--- src/rtl/des_hash_pkg.sv ---
// des_hash_pkg: shared types and constants for the streaming DES-S-box hash engine.
// Contents: FSM state enum, default initial hash value, the eight DES S-box
// tables and an S-box lookup helper.
package des_hash_pkg;

    typedef enum logic [1:0] {
        S_IDLE  = 2'd0,
        S_DATA  = 2'd1,
        S_FINAL = 2'd2,
        S_DONE  = 2'd3
    } state_e;

    // Initial hash value; upper bits are zero when a wider digest is configured.
    localparam logic [63:0] DEFAULT_IV = 64'h0000_0000_6745_2301;

    // Element k = row*16 + col; element 0 is the leftmost hex digit.
    localparam logic [0:63][3:0] SBOX [8] = '{
        256'hE4D12FB83A6C5907_0F74E2D1A6CB9538_41E8D62BFC973A50_FC8249175B3EA06D,
        256'hF18E6B34972DC05A_3D47F28EC01A69B5_0E7BA4D158C6932F_D8A13F42B67C05E9,
        256'hA09E63F51DC7B428_D709346A285ECBF1_D6498F30B12C5AE7_1AD069874FE3B52C,
        256'h7DE3069A1285BC4F_D8B56F03472C1AE9_A690CB7DF13E5284_3F06A1D8945BC72E,
        256'h2C417AB6853FD0E9_EB2C47D150FA3986_421BAD78F9C5630E_B8C71E2D6F09A453,
        256'hC1AF92680D34E75B_AF427C9561DE0B38_9EF528C3704A1DB6_432C95FABE17608D,
        256'h4B2EF08D3C975A61_D0B7491AE35C2F86_14BDC37EAF680592_6BD814A7950FE23C,
        256'hD2846FB1A93E50C7_1FD8A374C56B0E92_74B19CE206ADF358_21E74A8DFC90356B
    };

    // DES S-box number num (1..8); row = {idx[5], idx[0]}, col = idx[4:1].
    function automatic logic [3:0] sbox(input int unsigned num, input logic [5:0] idx);
        logic [5:0] k;
        k = {idx[5], idx[0], idx[4:1]};
        return SBOX[3'(num - 1)][k];
    endfunction

endpackage

--- src/rtl/des_hash_byte_round.sv ---
// des_hash_byte_round: absorbs one message byte into the hash state (combinational).
// Ports:
//   h_i  [DIGEST_W]  current hash state, nibble 0 in bits 3:0
//   m_i  [8]         message byte
//   h_o  [DIGEST_W]  updated hash state
module des_hash_byte_round
    import des_hash_pkg::*;
#(
    parameter int unsigned DIGEST_W = 32
) (
    input  logic [DIGEST_W-1:0] h_i,
    input  logic [7:0]          m_i,
    output logic [DIGEST_W-1:0] h_o
);

    localparam int unsigned N = DIGEST_W / 4;

    logic [DIGEST_W-1:0] h_mix;

    // Each nibble picks two message bits, looks up its S-box and mixes in the next nibble.
    for (genvar i = 0; i < N; i++) begin : g_nib
        logic [5:0] idx;
        assign idx = {m_i[(2*i+1)%8], m_i[(2*i)%8], h_i[4*i +: 4]};
        assign h_mix[4*i +: 4] = h_i[4*((i+1)%N) +: 4] ^ sbox((i % 8) + 1, idx);
    end

    assign h_o = {h_mix[DIGEST_W-3:0], h_mix[DIGEST_W-1 -: 2]};

endmodule

--- src/rtl/des_hash_stream.sv ---
// des_hash_stream: streaming DES-S-box hash over a length-announced message.
// Ports:
//   clk, rst                       clock, synchronous active-high reset
//   start_valid/start_ready/len_in message request with byte length (ready only in IDLE)
//   data_valid/data_ready/data_in  BYTES_PER_BEAT bytes per beat, lane 0 earliest
//   digest_valid/digest_ready/digest_out  final hash, held until consumed
module des_hash_stream
    import des_hash_pkg::*;
#(
    parameter int unsigned DIGEST_W       = 32,
    parameter int unsigned BYTES_PER_BEAT = 1,
    parameter logic [63:0] IV             = DEFAULT_IV
) (
    input  logic                        clk,
    input  logic                        rst,
    input  logic                        start_valid,
    output logic                        start_ready,
    input  logic [63:0]                 len_in,
    input  logic                        data_valid,
    output logic                        data_ready,
    input  logic [8*BYTES_PER_BEAT-1:0] data_in,
    output logic                        digest_valid,
    input  logic                        digest_ready,
    output logic [DIGEST_W-1:0]         digest_out
);

    localparam int unsigned BPB       = BYTES_PER_BEAT;
    localparam int unsigned FIN_BEATS = 8 / BPB;
    localparam logic [DIGEST_W-1:0] IV_W = IV[DIGEST_W-1:0];

    state_e              state_q, state_d;
    logic [DIGEST_W-1:0] h_q, h_d;
    logic [DIGEST_W-1:0] digest_q, digest_d;
    logic [63:0]         rem_q, rem_d;
    logic [63:0]         len_q, len_d;
    logic [3:0]          fin_q, fin_d;
    logic                start_ready_q, start_ready_d;
    logic                data_ready_q, data_ready_d;
    logic                digest_valid_q, digest_valid_d;
    logic [63:0]         beat_n;
    logic [DIGEST_W-1:0] h_last;

    // Lane chain: in FINAL the lanes carry the (shifted) length, otherwise data_in;
    // a lane beyond the remaining byte count passes the state through untouched.
    for (genvar l = 0; l < BPB; l++) begin : g_lane
        logic [DIGEST_W-1:0] h_in;
        logic [DIGEST_W-1:0] h_rnd;
        logic [DIGEST_W-1:0] h_out;
        logic [7:0]          lane_byte;
        logic                lane_en;

        if (l == 0) begin : g_first
            assign h_in = h_q;
        end else begin : g_next
            assign h_in = g_lane[l-1].h_out;
        end

        assign lane_byte = (state_q == S_FINAL) ? len_q[8*l +: 8] : data_in[8*l +: 8];
        assign lane_en   = (state_q == S_FINAL) || (64'(l) < rem_q);

        des_hash_byte_round #(.DIGEST_W(DIGEST_W)) u_round (
            .h_i (h_in),
            .m_i (lane_byte),
            .h_o (h_rnd)
        );

        assign h_out = lane_en ? h_rnd : h_in;
    end

    assign h_last = g_lane[BPB-1].h_out;

    // State register.
    always_ff @(posedge clk) begin
        if (rst) begin
            state_q        <= S_IDLE;
            h_q            <= IV_W;
            digest_q       <= '0;
            rem_q          <= '0;
            len_q          <= '0;
            fin_q          <= '0;
            start_ready_q  <= 1'b1;
            data_ready_q   <= 1'b0;
            digest_valid_q <= 1'b0;
        end else begin
            state_q        <= state_d;
            h_q            <= h_d;
            digest_q       <= digest_d;
            rem_q          <= rem_d;
            len_q          <= len_d;
            fin_q          <= fin_d;
            start_ready_q  <= start_ready_d;
            data_ready_q   <= data_ready_d;
            digest_valid_q <= digest_valid_d;
        end
    end

    // Next-state logic; handshake flags are registered from the next state.
    always_comb begin
        state_d  = state_q;
        h_d      = h_q;
        digest_d = digest_q;
        rem_d    = rem_q;
        len_d    = len_q;
        fin_d    = fin_q;
        beat_n   = (rem_q < 64'(BPB)) ? rem_q : 64'(BPB);

        unique case (state_q)
            S_IDLE: begin
                if (start_valid) begin
                    h_d     = IV_W;
                    rem_d   = len_in;
                    len_d   = len_in;
                    fin_d   = '0;
                    state_d = (len_in != '0) ? S_DATA : S_FINAL;
                end
            end
            S_DATA: begin
                if (data_valid) begin
                    h_d   = h_last;
                    rem_d = rem_q - beat_n;
                    if (rem_q <= 64'(BPB)) begin
                        state_d = S_FINAL;
                    end
                end
            end
            S_FINAL: begin
                // Length bytes go out little-endian, BPB per cycle.
                h_d   = h_last;
                len_d = len_q >> (8 * BPB);
                fin_d = fin_q + 4'd1;
                if (fin_q == 4'(FIN_BEATS - 1)) begin
                    state_d  = S_DONE;
                    digest_d = h_last;
                end
            end
            S_DONE: begin
                if (digest_ready) begin
                    state_d = S_IDLE;
                end
            end
            default: state_d = S_IDLE;
        endcase

        start_ready_d  = (state_d == S_IDLE);
        data_ready_d   = (state_d == S_DATA);
        digest_valid_d = (state_d == S_DONE);
    end

    assign start_ready  = start_ready_q;
    assign data_ready   = data_ready_q;
    assign digest_valid = digest_valid_q;
    assign digest_out   = digest_q;

endmodule

--- config.mk ---
export PLATFORM = sky130hd
export DESIGN_NAME = des_hash_stream
export DESIGN_NICKNAME = d
export VERILOG_FILES = /design/src/rtl/des_hash_pkg.sv /design/src/rtl/des_hash_byte_round.sv /design/src/rtl/des_hash_stream.sv
export SDC_FILE = /design/constraint.sdc
export NUM_CORES = 1
export LEC_CHECK = 0
export BUFFER_PORTS_ARGS = -buffer_cell sky130_fd_sc_hd__buf_2
export CAP_MARGIN = 20
export CORE_MARGIN = 5
export CORE_UTILIZATION = 41
export CTS_CLUSTER_SIZE = 10
export DETAILED_ROUTE_END_ITERATION = 7
export HOLD_SLACK_MARGIN = 0.08
export PLACE_DENSITY = 0.65
export SYNTH_ARGS = -nofsm -noshare
export SYNTH_HDL_FRONTEND = slang
export SYNTH_SLANG_ARGS = --single-unit
export TNS_END_PERCENT = 30
--- constraint.sdc ---
create_clock -name clk -period 4 [get_ports clk]
set_input_delay 0.8 -clock clk [delete_from_list [all_inputs] [get_ports clk]]
set_output_delay 0.8 -clock clk [all_outputs]
set_load 0.02 [all_outputs]
==> metrics.md <==
| Metric | Value |
|---|---|
| Status | complete, no violations |
| Most instantiated cells after synthesis | nor2_1, dfxtp_1, clkbuf_1 |
| Syn Area/Cell | 7.720 sq um |
| Final setup vio count | 0 |
| Synth warn | 0 |
| CP max stage cell | or4_1 |
| Die area | 39420 sq um |
| CTS clk-pin slew, worst paths | 0.06 ns |
| Die Wd | 198.5 microns |
| Crit path kind | reg2reg |
| Initial DRC count | 1279 |
| Most frequent cell after synthesis | nor2_1 |
| Sequential Power Share | 30.9% |
| Clock latency on the worst-skew pair | 0.56 ns |
| Power share of the clock group | 19.9% |
| Setup TNS | 0 ns |
| Logic pwr share | 49.1% |
| TritonCTS Buffers | 25 |
| Crit path time final | 3.797 ns |
| Cell accounting for the most synthesized area | dfxtp_1 |
| Final Slew Violations | 0 |
| Grt ovf | 0 |
| Actual slew at the worst max-slew pin | 1.072 ns |
| Post-synthesis compound-gate area fraction | 28.13% |
| Vias/cell | 6.173 |
| Power Total | 10.17 mW |
| Max incr delay on CP | 0.54 ns |
| N_diodes | 0 |
| Final hold violations | 0 |
| DRT Pass-1 Iters | 6 |
| Cell variety after synth | 78 |
| DIE HEIGHT | 198.5 microns |
| P_sw | 4.599 mW |
| First-pass GRT wire length | 74660 microns |
| Synth-to-layout area growth | 10.94% |
| Crit path max fanout | 7 |
| Endpoint class of the critical path | flip-flop |
| # fillers | 3531 |
| Clock Root Buffer | clkbuf_16 |
| Num rows | 69 |
| Port Buffer Count | 111 |
| Share of the synthesized area in the top cell type | 27.61% |
| WL final | 46970 microns |
| Vias in the first global route | 13587 |
| Hold Path Class | reg2reg |
| Synth Area in Adders | 5.322% |
| Fmax | 263.4 MHz |
| Placed wire-length estimate | 32880 microns |
| Post-synthesis mux area share | 8.988% |
| CTS tree | yes |
| Internal | 5.569 mW |
| Post-synthesis xor/xnor area fraction | 3.005% |
| GRT Total Usage | 22.87% |
| Largest family of logic cells by synthesized area | compound AO/OA/AOI/OAI gates |
| RSZ-0062 raised after global routing | false |
| RePlAce Congestion | 0.8942 |
| Max IR drop VDD | 0.4790 mV |
| Power Dens Cells | 628.9 nW/um^2 |
| Simple-Gate Fraction of Synth Area | 21.13% |
| Via Count | 14611 |
| Crit path top cell by count | nor2_1 |
| Initial core utilization | 41.28% |
| Post-route DRC | 0 |
| Startpoint Class | flip-flop |
| CP arrival | 4.28 ns |
| Mapped Cells | 1888 |
| H-tree depth | 1 |
| Required @ worst endpoint | 4.48 ns |
| Syn_nets | 2027 |
| Core area | 35310 sq um |
| Postcts setup bufs | 0 |
| I/O pins | 112 |
| Antenna viol nets, final | 0 |
| Main synth FF type | dfxtp_1 |
| Most area-consuming cells after synthesis | dfxtp_1, mux2i_1, a211oi_1 |
| Share of post-route cells with drive strength above 1 | 12.38% |
| Max cap viols | 0 |
| CTS Buffer Depth | 3 |
| # nets final | 2037 |
| Async SR Flop Fraction | 0% |
| Final Skew | 0.03461 ns |
| Register area share after synthesis | 27.61% |
| Worst-path cell chain | nor2_1, and4_1, nand4b_1, nor2_1, a21o_1, ha_1, or3_1, or4_1, nor4_4, nand3_1, nor4_1, mux2_2, a31oi_1 |
| Normalized max-slew margin | 28.55% |
| Largest net degree at the start of global routing | 113 |
| Period utilization | 94.93% |
| Antenna violations before repair | 1 |
| Mapped cell area | 14580 sq um |
| Post-synth EDFFs | 0 |
| Clk sinks | 201 |
| Sw frac | 45.23% |
| Leakage Power | 5.963 nW |
| Synthesized flop and latch total | 201 |
| Routed WL per cell | 19.84 microns |
-- timing repair --
item | CTS | global route
hold endpoints to repair | 0 | 0
resized for setup | 0 | 1
endpoints found under the setup margin | 0 | 6
hold buffers | 0 | 0
-- cell families (layout without fill, tap and decap cells) --
| group | count (synthesis) | in the layout |
|---|---|---|
| buffers and inverters | 221 | 239 |
| flip-flops | 201 | 201 |
| multiplexers | 118 | 118 |
| adder cells (fa/ha/maj) | 62 | 62 |
| AO/OA/AOI/OAI | 601 | 601 |
| AND/OR/NAND/NOR | 635 | 635 |
| XOR/XNOR | 50 | 50 |
-- path summary, 6_finish.rpt --
check	to	start	cells after the start	slack [ns]
worst max register to register	rem_q[46]	rem_q[43]	13	0.20
worst min-delay path	digest_out[5]	digest_out[5]	2	0.45
worst max-delay path	rem_q[46]	rem_q[43]	13	0.20
worst min register to register	digest_out[5]	digest_out[5]	2	0.45
-- routing by layer --
metal | vias up | global-route usage, % | share of wire, %
met2 | 517 | 38.44 | 47
met5 | - | 0 | 0.028
li1 | 7063 | - | -
met1 | 6946 | 30.97 | 44
met4 | 2 | 4.990 | 2.3
met3 | 83 | 3.963 | 6.9
-- registers in the layout, summed over array words and instances, names as in the netlist --
register / cells
g_lane.h_in: 32
digest_out: 32
data_ready: 1
len_q: 64
digest_valid: 1
fin_q: 4
start_ready: 1
state_q: 2
rem_q: 64
-- worst max-delay path: cells and delay by family, from the launching register on --
kind | cells | cell delay [ns]
AOI/OAI and AO/OA | 2 | 0.29
adders and majority gates | 1 | 0.23
and+or+nand+nor | 9 | 2.39
muxes | 1 | 0.37
DFF | 1 | 0.44
-- metrics by stage --
| stage | instance area [sq um] | cells | util (%) | setup WS [ns] | hold slack, ns |
|---|---|---|---|---|---|
| after floorplan | 14580 | 1888 | - | 0.1972 | 0.4446 |
| after global placement | 15470 | 2332 | 43.82 | 0.2880 | 0.4333 |
| after detailed placement | 15470 | 2332 | 43.82 | 0.2368 | 0.4406 |
| after CTS | 16160 | 2367 | 45.77 | 0.2063 | 0.4532 |
| after global routing | 16170 | 2367 | 45.79 | 0.02835 | 0.4839 |
| final | 16170 | 2367 | 45.79 | 0.2029 | 0.4499 |
-- power by group through the flow --
stage          clock (mW)  combinational, mW  sequential, mW
3_5_place_dp            0               4.93            3.16
6_report             2.03               5.00            3.14
5_1_grt              2.16               5.50            3.22
3_3_place_gp            0               4.87            3.14
4_1_cts              2.07               4.95            3.12
2_1_floorplan           0               3.90            2.81
-- cell usage in the layout, fill, tap and decap left out, types with 8 or more instances in the layout --
cell type | netlist | final
a21oi_1 | 118 | 117
nor3_1 | 64 | 64
mux2i_1 | 96 | 92
o311ai_0 | 11 | 11
inv_1 | 47 | 46
nand2_1 | 142 | 142
a211o_1 | 8 | 8
ha_1 | 62 | 60
and3_1 | 13 | 13
buf_4 | 0 | 42
a211oi_1 | 108 | 108
nor3b_1 | 8 | 8
clkbuf_16 | 0 | 25
nand4_1 | 16 | 16
mux4_2 | 9 | 9
a2111oi_0 | 9 | 9
dfxtp_1 | 201 | 201
a22oi_1 | 25 | 25
mux2_2 | 13 | 13
a21o_1 | 10 | 10
buf_2 | 8 | 110
o31ai_1 | 24 | 24
nor2_1 | 204 | 204
o211ai_1 | 19 | 19
nand3_1 | 42 | 42
nand2b_1 | 20 | 20
or3_1 | 14 | 14
and2_1 | 9 | 9
nor2b_1 | 17 | 17
or4_1 | 16 | 16
o32ai_1 | 8 | 8
o31a_1 | 9 | 9
o22ai_1 | 32 | 32
o21ai_0 | 103 | 103
nor4_1 | 39 | 39
o2bb2ai_1 | 9 | 9
a31oi_1 | 19 | 19
xnor2_1 | 43 | 43
-- cell type report --
| cell class | instances | area [sq um] | share of cell area (%) |
|---|---|---|---|
| well taps | 461 | 576.8 | 3.567 |
| multi-input cells | 1466 | 9771 | 60.43 |
| clock buffers | 31 | 648.1 | 4.008 |
| inverters | 49 | 183.9 | 1.138 |
| flip-flops and latches | 201 | 4024 | 24.89 |
| clock inverters | 4 | 40.04 | 0.2476 |
| repair buffers | 155 | 925.9 | 5.726 |
(Power assumes the default switching activity.)
